File: src/rtl/score_bin_to_bcd.sv
// -----------------------------------------------------------------------------
// score_bin_to_bcd
//
// Sequential binary-to-BCD converter feeding the 7-segment display controller.
// Performs one double-dabble step per clock. Inputs above MAX_VALUE are
// clamped to MAX_VALUE and flagged. While a conversion runs, one extra request
// can wait in a pending slot, and a newer request replaces the waiting one.
// The display word is a held register that updates only when a conversion
// completes.
//
// Handshake: score_valid is a single-cycle request and is always accepted.
// In IDLE it starts a conversion. During CONVERT it fills the pending slot.
// On the completion edge it starts the next conversion directly, and the
// newest request wins over the pending slot. There is no back-pressure.
// busy is high while a conversion is in flight. done pulses for one cycle
// when bcd_score and overflow update.
//
// Ports:
//   clk          system clock
//   rst          asynchronous, active-high reset
//   score_in     binary score, sampled when score_valid=1
//   score_valid  single-cycle conversion request
//   bcd_score    last completed result, digit 0 in [3:0]
//   busy         conversion in progress
//   done         one-cycle pulse when bcd_score updates
//   overflow     last completed conversion was clamped
// -----------------------------------------------------------------------------
module score_bin_to_bcd #(
   parameter int BIN_W     = 17,
   parameter int DIGITS    = 5,
   parameter int MAX_VALUE = 99999
) (
   input  logic                  clk,
   input  logic                  rst,
   input  logic [BIN_W-1:0]      score_in,
   input  logic                  score_valid,
   output logic [4*DIGITS-1:0]   bcd_score,
   output logic                  busy,
   output logic                  done,
   output logic                  overflow
);

   localparam int                 BCD_W   = 4 * DIGITS;
   localparam int                 CNT_W   = $clog2(BIN_W);
   localparam logic [BIN_W-1:0]   MAX_BIN = BIN_W'(MAX_VALUE);
   localparam logic [CNT_W-1:0]   LAST    = CNT_W'(BIN_W - 1);

   typedef enum logic {IDLE, CONVERT} state_t;

   state_t               state, state_n;
   logic [BIN_W-1:0]     bin_sr;
   logic [BCD_W-1:0]     scratch;
   logic [CNT_W-1:0]     cnt;
   logic                 ovf;
   logic                 pend_valid;
   logic [BIN_W-1:0]     pend_val;
   logic                 pend_ovf;

   // Clamped view of the incoming request.
   logic                 in_ovf;
   logic [BIN_W-1:0]     in_val;

   // One double-dabble step.
   logic [BCD_W-1:0]       dab;
   logic [BCD_W+BIN_W-1:0] shifted;

   // Controls from the next-state logic.
   logic                 load;
   logic [BIN_W-1:0]     load_val;
   logic                 load_ovf;
   logic                 finish;
   logic                 pend_set;
   logic                 pend_clr;

   assign in_ovf = (score_in > MAX_BIN);
   assign in_val = in_ovf ? MAX_BIN : score_in;
   assign busy   = (state == CONVERT);

   always_comb begin
      dab = scratch;
      for (int i = 0; i < DIGITS; i++) begin
         if (scratch[4*i +: 4] >= 4'd5) begin
            dab[4*i +: 4] = scratch[4*i +: 4] + 4'd3;
         end
      end
      shifted = {dab, bin_sr} << 1;
   end

   // Next state and datapath controls.
   always_comb begin
      state_n  = state;
      load     = 1'b0;
      load_val = in_val;
      load_ovf = in_ovf;
      finish   = 1'b0;
      pend_set = 1'b0;
      pend_clr = 1'b0;
      case (state)
         IDLE: begin
            if (score_valid) begin
               load    = 1'b1;
               state_n = CONVERT;
            end
         end
         CONVERT: begin
            if (cnt == LAST) begin
               finish   = 1'b1;
               pend_clr = 1'b1;
               if (score_valid) begin
                  load = 1'b1;
               end else if (pend_valid) begin
                  load     = 1'b1;
                  load_val = pend_val;
                  load_ovf = pend_ovf;
               end else begin
                  state_n = IDLE;
               end
            end else if (score_valid) begin
               pend_set = 1'b1;
            end
         end
         default: state_n = IDLE;
      endcase
   end

   always_ff @(posedge clk or posedge rst) begin
      if (rst) begin
         state <= IDLE;
      end else begin
         state <= state_n;
      end
   end

   always_ff @(posedge clk or posedge rst) begin
      if (rst) begin
         bin_sr     <= '0;
         scratch    <= '0;
         cnt        <= '0;
         ovf        <= 1'b0;
         pend_valid <= 1'b0;
         pend_val   <= '0;
         pend_ovf   <= 1'b0;
         bcd_score  <= '0;
         overflow   <= 1'b0;
         done       <= 1'b0;
      end else begin
         done <= finish;
         // The final step's shifted scratch is the result. ovf still holds
         // the flag of the conversion that is finishing here.
         if (finish) begin
            bcd_score <= shifted[BCD_W+BIN_W-1:BIN_W];
            overflow  <= ovf;
         end
         if (load) begin
            bin_sr  <= load_val;
            scratch <= '0;
            cnt     <= '0;
            ovf     <= load_ovf;
         end else if (state == CONVERT) begin
            bin_sr  <= shifted[BIN_W-1:0];
            scratch <= shifted[BCD_W+BIN_W-1:BIN_W];
            cnt     <= cnt + 1'b1;
         end
         if (pend_clr) begin
            pend_valid <= 1'b0;
         end else if (pend_set) begin
            pend_valid <= 1'b1;
            pend_val   <= in_val;
            pend_ovf   <= in_ovf;
         end
      end
   end

endmodule

File: config.mk
export PLATFORM = sky130hd
export DESIGN_NAME = score_bin_to_bcd
export DESIGN_NICKNAME = d
export VERILOG_FILES = /design/src/rtl/score_bin_to_bcd.sv
export SDC_FILE = /design/constraint.sdc
export NUM_CORES = 1
export LEC_CHECK = 0
export BUFFER_PORTS_ARGS = -buffer_cell sky130_fd_sc_hd__buf_2
export CAP_MARGIN = 20
export CORE_MARGIN = 2
export CORE_UTILIZATION = 45
export CTS_CLUSTER_SIZE = 24
export DETAILED_ROUTE_END_ITERATION = 16
export GPL_ROUTABILITY_DRIVEN = 1
export PLACE_DENSITY = 0.65
export SLEW_MARGIN = 20
export SYNTH_ARGS = -nofsm -noshare
export SYNTH_HDL_FRONTEND = slang
export SYNTH_SLANG_ARGS = --single-unit
File: constraint.sdc
create_clock -name clk -period 3.1 [get_ports clk]
set_input_delay 0.31 -clock clk [delete_from_list [all_inputs] [get_ports clk]]
set_output_delay 0.31 -clock clk [all_outputs]
set_load 0.05 [all_outputs]
==> key figures <==
Timing
  – Clock Skew: ~0.012 ns
  – Fin crit period: about 2.2 ns
  – Final setup vio count: 0
  – Setup total negative slack: 0 ns
  – Final hold vios: 0
  – Final slew viol count: 0
  – Transition time of the tightest slew-check pin: 1.03 ns
  – Relative slew slack: 0.308
  – Max Freq: 451 MHz
  – Setup ws final: around 0.88 ns
  – Period utilization: 0.716
  – RSZ-0062 raised after global routing: false

Cells and area
  – Most frequent cells in the layout: dfrtp_1, nand2_1, buf_2, o21ai_0, o21ai_1
  – Growth of design area from synthesis to finish: 11.3%
  – NumNets Final: roughly 450
  – Most common cell after layout, fill and taps aside: dfrtp_1
  – # fillers: just over 800
  – Share of layout cells above drive strength 1: 0.198
  – Ant. Diodes: 0
  – Design area: about 4400 sq um

Synthesis
  – Synthesized area per cell: ~11 sq um
  – Ys Warns: 0
  – Post-synthesis register bit count: 85
  – Cells after Synth: roughly 380
  – Post-Synth Adder-Cell Area: 0.0376
  – Syn Nets: 410
  – Sequential area share after synthesis: 0.533
  – Largest family of logic cells by synthesized area: compound AO/OA/AOI/OAI gates
  – Compound-Gate Fraction of Synth Area: 0.206
  – Post-Syn Area: around 4000 sq um
  – Xor-xnor portion of the synthesized cell area: 0.0176
  – Post-synthesis simple-gate area fraction: 0.126
  – Synth cell types: 43
  – Mux contribution to synthesized area: 0.0310

Clock tree
  – Root Driver: clkbuf_8
  – CTS Hold Bufs: 0
  – H-Tree Depth: 3
  – Worst-path clk slew: about 0.09 ns
  – Post CTS Setup Buffer Count: 0
  – Num CTS Buffers: 9
  – Clk_lat worst skew: about 0.34 ns
  – Post-CTS Resized: 0
  – Sink Count: 85
  – TritonCTS clock tree: built
  – Bufs on Longest Clock Path: 2

Route
  – Initial DRT Pass Iterations: 5
  – Vias per std cell: ~5.7
  – Remaining antenna violation count: 0
  – Wire per inst: between 15 and 20 microns
  – DRC Markers: 0
  – Initial DRC count: 150
  – DRT Wirelength: between 8000 and 9000 microns
  – Vias: between 2000 and 3000

GRT
  – Largest net degree at the start of global routing: 44
  – GRT Total Usage: 0.181
  – GRT overflow: 0
  – Vias in the first global route: 2905
  – Initial antenna violation count: 0
  – First-pass GRT wire length: between 10000 and 15000 microns

Power and ir drop
  – Leakage power: 2.04 nW
  – Total power: between 4 and 5 mW
  – Peak supply drop: 0.290 mV
  – Power Dens Cells: around 1000 nW/um^2

Placement
  – Post-place setup slack: between 0.8 and 0.9 ns
  – Placer's final routability congestion estimate: between 0.7 and 0.8
  – Dpl cell area: roughly 4300 sq um
  – PortBufs: between 40 and 50
  – DP HPWL: approximately 5700 microns

Setup path
  – CP Capture Type: register
  – Worst Path Required: 3.32 ns
  – CP startpoint kind: register
  – Arrival time at the worst endpoint: about 2.4 ns
  – Worst-path maximum fanout: 15
  – Crit path kind: register to register

Die
  – Die area: just under 10000 sq um
  – Die X: approximately 100 microns
  – # IOs: 43
  – Die Ht: 98.2 microns
  – Core area: 8680 sq um
  – Core Rows: 34
  – Starting density of the core: 0.460

Hold path
  – HP Class: input pin to asynchronous set/reset pin

Run status
  – Status: finished clean

Flow run
  – Max cap viols: 0
## where the power goes
| group | switching (mW) | internal, mW | total [mW] | leakage, nW |
|---|---|---|---|---|
| clock network | 0.390 | 0.371 | 0.761 | 0.0923 |
| logic | 1.19 | 0.715 | 1.90 | 0.882 |
| registers | 0.305 | 1.53 | 1.83 | 1.06 |
## final cells by class
class                           count  area (sq um)  share of cell area
Clock buffer                       10           128              0.0287
Clock inverter                      6          63.8              0.0144
Inverter                           17          65.1              0.0146
Multi-Input combinational cell    254          1670               0.376
Sequential cell                    85          2130               0.479
Tap cell                          108           135              0.0304
Timing Repair Buffer               48           255              0.0574
## stage by stage
stage / util / hold slack [ns] / std cells
4_1_cts: 0.512 / 0.0667 / 528
3_3_place_gp: 0.490 / 0.447 / 512
2_1_floorplan: - / 0.415 / 378
5_1_grt: 0.512 / 0.0900 / 528
3_5_place_dp: 0.490 / 0.449 / 512
6_report: 0.512 / 0.0520 / 528
## registers in the layout, summed over array words and instances (netlist names)
name and flops:
bin_sr 17, overflow 1, busy 1, pend_valid 1
cnt 5, bcd_score 20, ovf 1, pend_val 17
done 1, scratch 20, pend_ovf 1
## routing by layer
metal,track usage,vias up,part of all wire
li1,-,1446,-
met1,0.246,1450,0.47
met2,0.295,82,0.47
met3,0.0315,8,0.047
met4,0.0643,0,0.014
met5,0,-,0
## worst max-delay path, cell delays in order, from the launching register on
cell and delay (ns):
dfrtp_1 0.42, inv_1 0.07, ha_1 0.13, nand4bb_1 0.20
buf_4 0.24, o21a_1 0.41, buf_4 0.30, a222oi_1 0.21
o21ai_1 0.11
## Yosys cell counts
cell type / instances / area, sq um
nand2_1: 50 / 188
nor4_1: 7 / 43.8
dfrtp_1: 85 / 2130
mux2_2: 11 / 124
inv_2: 1 / 3.75
a22o_1: 11 / 96.3
and3_1: 1 / 6.26
a32o_1: 5 / 50.1
buf_2: 11 / 55.1
o22a_1: 6 / 52.6
o22ai_1: 5 / 31.3
a21oi_1: 15 / 75.1
nand3_1: 1 / 5.00
nand3_4: 1 / 17.5
xor2_1: 3 / 26.3
a32oi_1: 1 / 8.76
or2_1: 1 / 6.26
o21a_1: 2 / 15.0
a22oi_1: 9 / 67.6
ha_1: 12 / 150
buf_6: 4 / 45.0
nand4_1: 3 / 18.8
inv_1: 16 / 60.1
a21oi_2: 1 / 8.76
nor2_1: 8 / 30.0
clkbuf_1: 5 / 18.8
or3_4: 1 / 11.3
or2_2: 1 / 6.26
nor3_4: 1 / 16.3
or3_1: 2 / 12.5
o21ai_0: 40 / 200
a21oi_4: 1 / 16.3
xnor2_1: 5 / 43.8
nand2b_1: 6 / 37.5
a222oi_1: 7 / 70.1
clkbuf_2: 1 / 5.00
buf_4: 1 / 7.51
nor3_2: 1 / 10.0
o21ai_1: 17 / 85.1
nand4bb_1: 1 / 11.3
nor3_1: 3 / 15.0
o31ai_1: 6 / 45.0
nor3b_1: 9 / 67.6
## cell families (layout without fill, tap and decap cells)
logic type | after synthesis | count (layout)
adder cells (fa/ha/maj) | 12 | 12
XOR/XNOR | 8 | 8
AND/OR/NAND/NOR | 97 | 97
flip-flops | 85 | 85
buffers and inverters | 39 | 81
AO/OA/AOI/OAI | 126 | 126
multiplexers | 11 | 11
## path summary, 6_finish.rpt
path / slack [ns] / start / endpoint / depth (start not counted)
min in group clk: 0.20 / score_in[2] / pend_val[2] / 2
max reg2reg: 0.88 / cnt[0] / bin_sr[6] / 8
max in group asynchronous: 2.27 / rst / bcd_score[5] / 3
min reg2reg: 0.48 / bcd_score[6] / bcd_score[6] / 2
min: 0.05 / rst / bin_sr[2] / 2
max: 0.88 / cnt[0] / bin_sr[6] / 8
(Power assumes the default switching activity.)
